[src/rtl/clock_pkg.sv]
// Shared types and constants for the digital clock front end.
package clock_pkg;

   typedef enum logic [1:0] {
      RUN     = 2'd0,
      SET_HR  = 2'd1,
      SET_MIN = 2'd2,
      SET_SEC = 2'd3
   } set_state_t;

   localparam int CNT_W = 32;

   // MODE presses cycle RUN -> SET_HR -> SET_MIN -> SET_SEC -> RUN.
   function automatic set_state_t nextMode(input set_state_t s);
      case (s)
         RUN:     return SET_HR;
         SET_HR:  return SET_MIN;
         SET_MIN: return SET_SEC;
         default: return RUN;
      endcase
   endfunction

endpackage

[src/rtl/button_debounce.sv]
// Button conditioning: 2-FF synchroniser, debounce counter and a one-cycle
// press pulse on the rising edge of the debounced level.
module button_debounce #(
   parameter int DEBOUNCE_CYCLES = 500_000
) (
   input  logic clk,
   input  logic reset,
   input  logic raw,
   output logic level,
   output logic press
);
   import clock_pkg::*;

   logic sync1_q, sync2_q;
   logic [CNT_W-1:0] count_q, count_d;
   logic level_q, level_d;
   logic press_q, press_d;

   // Bring the asynchronous button into the clk domain.
   always_ff @(posedge clk or posedge reset) begin
      if (reset) begin
         sync1_q <= 1'b0;
         sync2_q <= 1'b0;
      end else begin
         sync1_q <= raw;
         sync2_q <= sync1_q;
      end
   end

   // Count consecutive samples that disagree with the debounced level; any agreeing sample restarts the count.
   always_comb begin
      count_d = '0;
      level_d = level_q;
      press_d = 1'b0;
      if (sync2_q != level_q) begin
         if (count_q == CNT_W'(DEBOUNCE_CYCLES - 1)) begin
            level_d = ~level_q;
            press_d = ~level_q;
         end else begin
            count_d = count_q + 1'b1;
         end
      end
   end

   // Debounce state and press pulse registers.
   always_ff @(posedge clk or posedge reset) begin
      if (reset) begin
         count_q <= '0;
         level_q <= 1'b0;
         press_q <= 1'b0;
      end else begin
         count_q <= count_d;
         level_q <= level_d;
         press_q <= press_d;
      end
   end

   assign level = level_q;
   assign press = press_q;

endmodule

[src/rtl/clock_set_controller.sv]
// Digital clock front end: debounced MODE/INC buttons, set-mode FSM, 1 Hz
// prescaler and the shared increment pulse. Define AUTO_REPEAT_EN to make a
// held INC button auto-repeat in the set states.
module clock_set_controller #(
   parameter int TICK_DIV        = 50_000_000,
   parameter int DEBOUNCE_CYCLES = 500_000,
   parameter int REPEAT_DELAY    = 25_000_000,
   parameter int REPEAT_RATE     = 5_000_000
) (
   input  logic       clk,
   input  logic       reset,
   input  logic       btn_mode,
   input  logic       btn_inc,
   output logic       sec_tick,
   output logic       set_hr,
   output logic       set_min,
   output logic       set_sec,
   output logic       increment,
   output logic [1:0] mode_state
);
   import clock_pkg::*;

   if (TICK_DIV < 2 || DEBOUNCE_CYCLES < 2 || REPEAT_DELAY < 1 || REPEAT_RATE < 1) begin : gBadParams
      $error("clock_set_controller: illegal parameter value");
   end

   logic modeLevel, modePress, incLevel, incPress;
   logic unusedModeLevel;
   set_state_t state_q, state_d;
   logic inSet, repeatFire;
   logic [CNT_W-1:0] presCount_q, presCount_d;
   logic secTick_q, secTick_d;
   logic increment_q, increment_d;

   button_debounce #(.DEBOUNCE_CYCLES(DEBOUNCE_CYCLES)) uModeButton (
      .clk   (clk),
      .reset (reset),
      .raw   (btn_mode),
      .level (modeLevel),
      .press (modePress)
   );

   button_debounce #(.DEBOUNCE_CYCLES(DEBOUNCE_CYCLES)) uIncButton (
      .clk   (clk),
      .reset (reset),
      .raw   (btn_inc),
      .level (incLevel),
      .press (incPress)
   );

   assign unusedModeLevel = modeLevel;

   // Set-mode state register.
   always_ff @(posedge clk or posedge reset) begin
      if (reset) state_q <= RUN;
      else       state_q <= state_d;
   end

   // Advance the mode on every MODE press.
   always_comb begin
      state_d = state_q;
      if (modePress) state_d = nextMode(state_q);
   end

   // Decode the registered state into the counter-chain set enables.
   always_comb begin
      inSet      = (state_q != RUN);
      set_hr     = (state_q == SET_HR);
      set_min    = (state_q == SET_MIN);
      set_sec    = (state_q == SET_SEC);
      mode_state = state_q;
   end

   // Prescaler counts only while running; a tick is suppressed if we are leaving RUN in that same cycle.
   always_comb begin
      presCount_d = '0;
      secTick_d   = 1'b0;
      if (state_q == RUN) begin
         if (presCount_q == CNT_W'(TICK_DIV - 1)) begin
            secTick_d = (state_d == RUN);
         end else begin
            presCount_d = presCount_q + 1'b1;
         end
      end
   end

`ifdef AUTO_REPEAT_EN
   logic [CNT_W-1:0] repCount_q, repCount_d;
   logic repeating_q, repeating_d;
   logic holdOk;

   // Repeat timer: starts at the press, waits REPEAT_DELAY, then fires every REPEAT_RATE while INC stays held in a set state.
   always_comb begin
      holdOk      = incLevel && inSet && !modePress;
      repCount_d  = '0;
      repeating_d = 1'b0;
      repeatFire  = 1'b0;
      if (holdOk) begin
         if (incPress) begin
            repCount_d = CNT_W'(1);
         end else if (repCount_q != '0) begin
            if (repCount_q == (repeating_q ? CNT_W'(REPEAT_RATE) : CNT_W'(REPEAT_DELAY))) begin
               repeatFire  = 1'b1;
               repCount_d  = CNT_W'(1);
               repeating_d = 1'b1;
            end else begin
               repCount_d  = repCount_q + 1'b1;
               repeating_d = repeating_q;
            end
         end
      end
   end

   // Repeat timer registers.
   always_ff @(posedge clk or posedge reset) begin
      if (reset) begin
         repCount_q  <= '0;
         repeating_q <= 1'b0;
      end else begin
         repCount_q  <= repCount_d;
         repeating_q <= repeating_d;
      end
   end
`else
   logic unusedIncLevel;
   assign unusedIncLevel = incLevel;
   assign repeatFire     = 1'b0;
`endif

   // An INC press (or repeat) increments only in a set state, and a simultaneous MODE press wins.
   always_comb begin
      increment_d = inSet && !modePress && (incPress || repeatFire);
   end

   // Registered outputs and prescaler count.
   always_ff @(posedge clk or posedge reset) begin
      if (reset) begin
         presCount_q <= '0;
         secTick_q   <= 1'b0;
         increment_q <= 1'b0;
      end else begin
         presCount_q <= presCount_d;
         secTick_q   <= secTick_d;
         increment_q <= increment_d;
      end
   end

   assign sec_tick  = secTick_q;
   assign increment = increment_q;

endmodule
[config.mk]
export PLATFORM = sky130hd
export DESIGN_NAME = clock_set_controller
export DESIGN_NICKNAME = d
export VERILOG_FILES = /design/src/rtl/clock_pkg.sv /design/src/rtl/button_debounce.sv /design/src/rtl/clock_set_controller.sv
export SDC_FILE = /design/constraint.sdc
export NUM_CORES = 1
export LEC_CHECK = 0
export CELL_PAD_IN_SITES_DETAIL_PLACEMENT = 1
export CELL_PAD_IN_SITES_GLOBAL_PLACEMENT = 2
export CORE_UTILIZATION = 37
export DETAILED_ROUTE_END_ITERATION = 8
export PLACE_DENSITY = 0.75
export SETUP_SLACK_MARGIN = 0.05
export SLEW_MARGIN = 20
export SYNTH_ARGS = -nofsm -noshare
export SYNTH_HDL_FRONTEND = slang
export SYNTH_HIERARCHICAL = 1
export SYNTH_SLANG_ARGS = --single-unit
[constraint.sdc]
create_clock -name clk -period 1.9 [get_ports clk]
set_input_delay 0.38 -clock clk [delete_from_list [all_inputs] [get_ports clk]]
set_output_delay 0.38 -clock clk [all_outputs]
set_load 0.1 [all_outputs]
==> results.txt <==
* Worst reg-to-reg setup slack: 0.05 ns
- After floorplanning, the core was divided into 45 placement rows.
- Run status: finished clean
* Number of enable-type register cells in the synthesized netlist: 0
- In this run the worst hold path is classified as reg2reg.
- Average wire per cell in the routed design: 18.1 um
- Initial cell density of the core: 38.3%
- Summing every instance area after synthesis gives 5860 um2.
- Overall Global Routing Usage: 20.2%
- Global-route wire length before repair: 26.4 mm
* Number of cells on the worst hold path: 0
- The share of synthesized area in the top cell type comes to 46.1%.
- Power share of the combinational group: 3.5%
- Most frequent cell after synthesis: sky130_fd_sc_hd__dfrtp_1
- Worst IR drop on VDD: 0.000411 V
- Worst slew pin tran: 0.396 ns
* Count of unique library cells instantiated by Yosys: 38
- Final hold analysis gives a worst-case slack of 0.359 ns.
- Cell internal power was estimated by the tool at 3.43 mW.
- Compared with the post-synthesis result, the final layout area differs by 23.9%.
- Summed over all layers, the routed wires come to 16.0 mm.
- Number of buffer and inverter stages on the critical path: 1
- Switching portion of total power: 22.3%
- Number of endpoints with negative hold slack in the final report: 0
- For the finished layout, the period the worst path requires is 1.85 ns.
* Yosys warnings: 6
- For this run, design rule violations remaining after detail routing come to 0.
* Setup total negative slack: 0 ns
- Synthesis produced 603 cells.
- DRT Pass-1 Iters: 4
- Walking the worst path, the cells encountered are ha_2 > and4_4 > nand4_1 > buf_4 > or4_4 > a21oi_2.
* Setup repair after global routing missed its margin: yes
- Crit. End Element: flop
- sky130_fd_sc_hd__dfrtp_1 takes more of the synthesized area than any other cell.
- HPWL Detailed: 10.7 mm
* Die height: 128 um
- Global routing finished with a remaining overflow of 0.
- Averaged over all synthesized cells, the footprint is 9.72 um2.
- Sequential cell fraction of total power: 52.7%
- Number of fill cells: 1737
- For this design the ratio of total power to cell area is 609 nW/um2.
- CTS built an H-tree with a depth of 3.
- Worst Path Arrival: 2.12 ns
- Most frequently used flop master after synthesis: sky130_fd_sc_hd__dfrtp_1
- Count of vias placed by the detailed router: 5032
- Of the cells placed in the final design, the portion with a size suffix greater than 1 is 24.3%.
* Clock tree from TritonCTS: done
* Biggest fanout along the worst timing path: 7
* Hold Buf Count CTS: 0
- Sequential cell area fraction in the yosys report: 46.1%
* Depth of the worst register-to-register path: 6
* Number of pins with negative max-slew slack in the final report: 0
* Fmax: 541 MHz
* Max Root-Sink Buffers: 2
* Detailed Route Iter0 Violations: 217
- The worst setup path is of the reg2reg kind.
* Clock tree skew after final layout: 0.00877 ns
- Dividing the detail-routed via count by the number of cells gives 5.68.
- Post-route clock period utilization: 97.2%
- Top cells by area in the synthesized netlist: sky130_fd_sc_hd__dfrtp_1 (46%), sky130_fd_sc_hd__xor2_1 (4.8%), sky130_fd_sc_hd__o31ai_1 (3.7%)
- On the critical path the largest part of the delay comes from simple AND/OR/NAND/NOR gates.
* Vias in the first global route: 5260
* Clk pwr share: 43.8%
* Leakage component of the power: 2.96 nW
- Net count reported at finish: 681
* Die outline width: 128 um
* Clock tree root buffer cell: sky130_fd_sc_hd__clkbuf_16
* Total clock sinks: 108
* Stages on worst setup path: 6
- STA classifies the critical path startpoint as a flop.
- Final worst setup slack: 0.0523 ns
- In this run, synthesis produced a sequential element count of 108.
- Cell at the slowest stage of the critical path: sky130_fd_sc_hd__or4_4
- Remaining max-slew budget at the tightest pin: 73.3%
- Once detail routing completed, the nets flagged for antenna violations numbered 0.
* Pin count of the biggest net entering global routing: 37
- During I/O placement, the number of pins put on the boundary was 11.
- Routability cong.: 0.764
- Synthesized net count: 614
- Number of antenna violations at the first check in global routing: 0
* Count of input and output buffers: 10
- The core region is 15300 um2.
- 0 antenna diodes ended up in the layout.
* Setup WS pre-CTS: -0.00729 ns
- Power comes to 4.42 mW.
- Clock-pin slew was measured on the worst setup and hold paths at 0.07 ns.
- Switching Power: 984 uW
* Synth async-reset ratio: 100%
- After synthesis, the most frequently instantiated cells are sky130_fd_sc_hd__dfrtp_1 (108), sky130_fd_sc_hd__nor2_1 (44), sky130_fd_sc_hd__nand2_1 (36), sky130_fd_sc_hd__a21oi_1 (33), sky130_fd_sc_hd__nand3_1 (33).
- Across the run, the number of max-cap violations was 0.
* Num CTS Buffers: 9
- The die covers 16300 um2.
* Clock latency of the later-clocked register in the worst-skew pair: 0.35 ns
- For this run, the slowest stage of the critical path takes 0.42 ns.
- Number of failing setup endpoints in the final timing report: 0
* Required @ worst endpoint: 2.17 ns
power groups by stage:
stage	sequential (mW)	clock (mW)	combinational [mW]
final	2.33	1.94	0.155
after global routing	2.33	2.08	0.176
after CTS	2.32	2.01	0.154
after detailed placement	2.37	0	0.148
after global placement	2.37	0	0.142
after floorplan	2.37	0	0.0755
final timing paths:
check	from	endpoint
min reg2reg	uModeButton/sync1_q	uModeButton/sync2_q
max	uModeButton/count_q[1]	uModeButton/count_q[30]
max reg2reg	uModeButton/count_q[1]	uModeButton/count_q[30]
max in group asynchronous	reset	uModeButton/count_q[30]
min in group asynchronous	reset	uModeButton/count_q[19]
min	uModeButton/sync1_q	uModeButton/sync2_q
timing repair:
| action | CTS | global route |
|---|---|---|
| gates resized for setup | 3 | 52 |
| cloned | 1 | 4 |
| buffers inserted | 4 | 11 |
| endpoints found under the setup margin | 26 | 59 |
| hold endpoints to repair | 0 | 0 |
| pin swaps | 1 | 13 |
layout by cell type (no fill, tap or decap), types with 12 or more instances in the layout:
| cell | n |
|---|---|
| sky130_fd_sc_hd__nand2_1 | 32 |
| sky130_fd_sc_hd__nand4_1 | 32 |
| sky130_fd_sc_hd__dfrtp_1 | 100 |
| sky130_fd_sc_hd__xor2_1 | 32 |
| sky130_fd_sc_hd__or4_1 | 26 |
| sky130_fd_sc_hd__a21oi_1 | 30 |
| sky130_fd_sc_hd__buf_4 | 66 |
| sky130_fd_sc_hd__o31ai_1 | 29 |
| sky130_fd_sc_hd__or3_1 | 20 |
| sky130_fd_sc_hd__nand3_1 | 33 |
| sky130_fd_sc_hd__nor4_1 | 16 |
| sky130_fd_sc_hd__nor2_1 | 44 |
| sky130_fd_sc_hd__inv_1 | 14 |
| sky130_fd_sc_hd__and3_1 | 12 |
| sky130_fd_sc_hd__nor3_1 | 12 |
| sky130_fd_sc_hd__o21ai_0 | 27 |
final cells by class:
| type | count | area [um2] | area share, % |
|---|---|---|---|
| Clock inverter | 5 | 57.6 | 0.793 |
| Multi-Input combinational cell | 454 | 3160 | 43.5 |
| Timing Repair Buffer | 83 | 771 | 10.6 |
| Clock buffer | 11 | 243 | 3.34 |
| Sequential cell | 108 | 2710 | 37.4 |
| Inverter | 14 | 52.6 | 0.724 |
| Tap cell | 211 | 264 | 3.64 |
flip-flops by register name, indices dropped and copies added (netlist names):
register	flops
uModeButton/press	1
uIncButton/press	1
increment	1
uIncButton/level	1
sec_tick	1
uModeButton/count_q	32
uIncButton/sync1_q	1
uModeButton/sync1_q	1
uIncButton/count_q	32
uModeButton/level	1
uModeButton/sync2_q	1
presCount_q	32
mode_state	2
uIncButton/sync2_q	1
layer usage:
layer  share of wire [%]  vias to the layer above  GRT usage [%]  wire, um
li1                    -                     2419              -         -
met1                  47                     2564           27.0      7590
met2                  50                       37           34.4      8020
met3                 1.8                       12           3.26       281
met4                0.90                        0           4.36       145
met5                   0                        -              0         0
through the flow:
step | utilization (%) | instance area [um2] | instances
6_report | 47.4 | 7260 | 886
5_1_grt | 47.4 | 7260 | 886
4_1_cts | 45.5 | 6960 | 871
3_5_place_dp | 43.1 | 6600 | 850
3_3_place_gp | 43.1 | 6600 | 850
2_1_floorplan | - | 5870 | 603
cell families after synthesis:
logic type / count (synthesis) / synth area share, %
and+or+nand+nor: 289 / 29.8
AOI/OAI and AO/OA: 108 / 11.8
buffers and inverters: 44 / 3.61
adders and majority gates: 7 / 1.49
xor gates and xnor gates: 41 / 6.13
muxes: 6 / 1.07
DFF: 108 / 46.1
No activity file was read; power rests on OpenSTA's default activity.
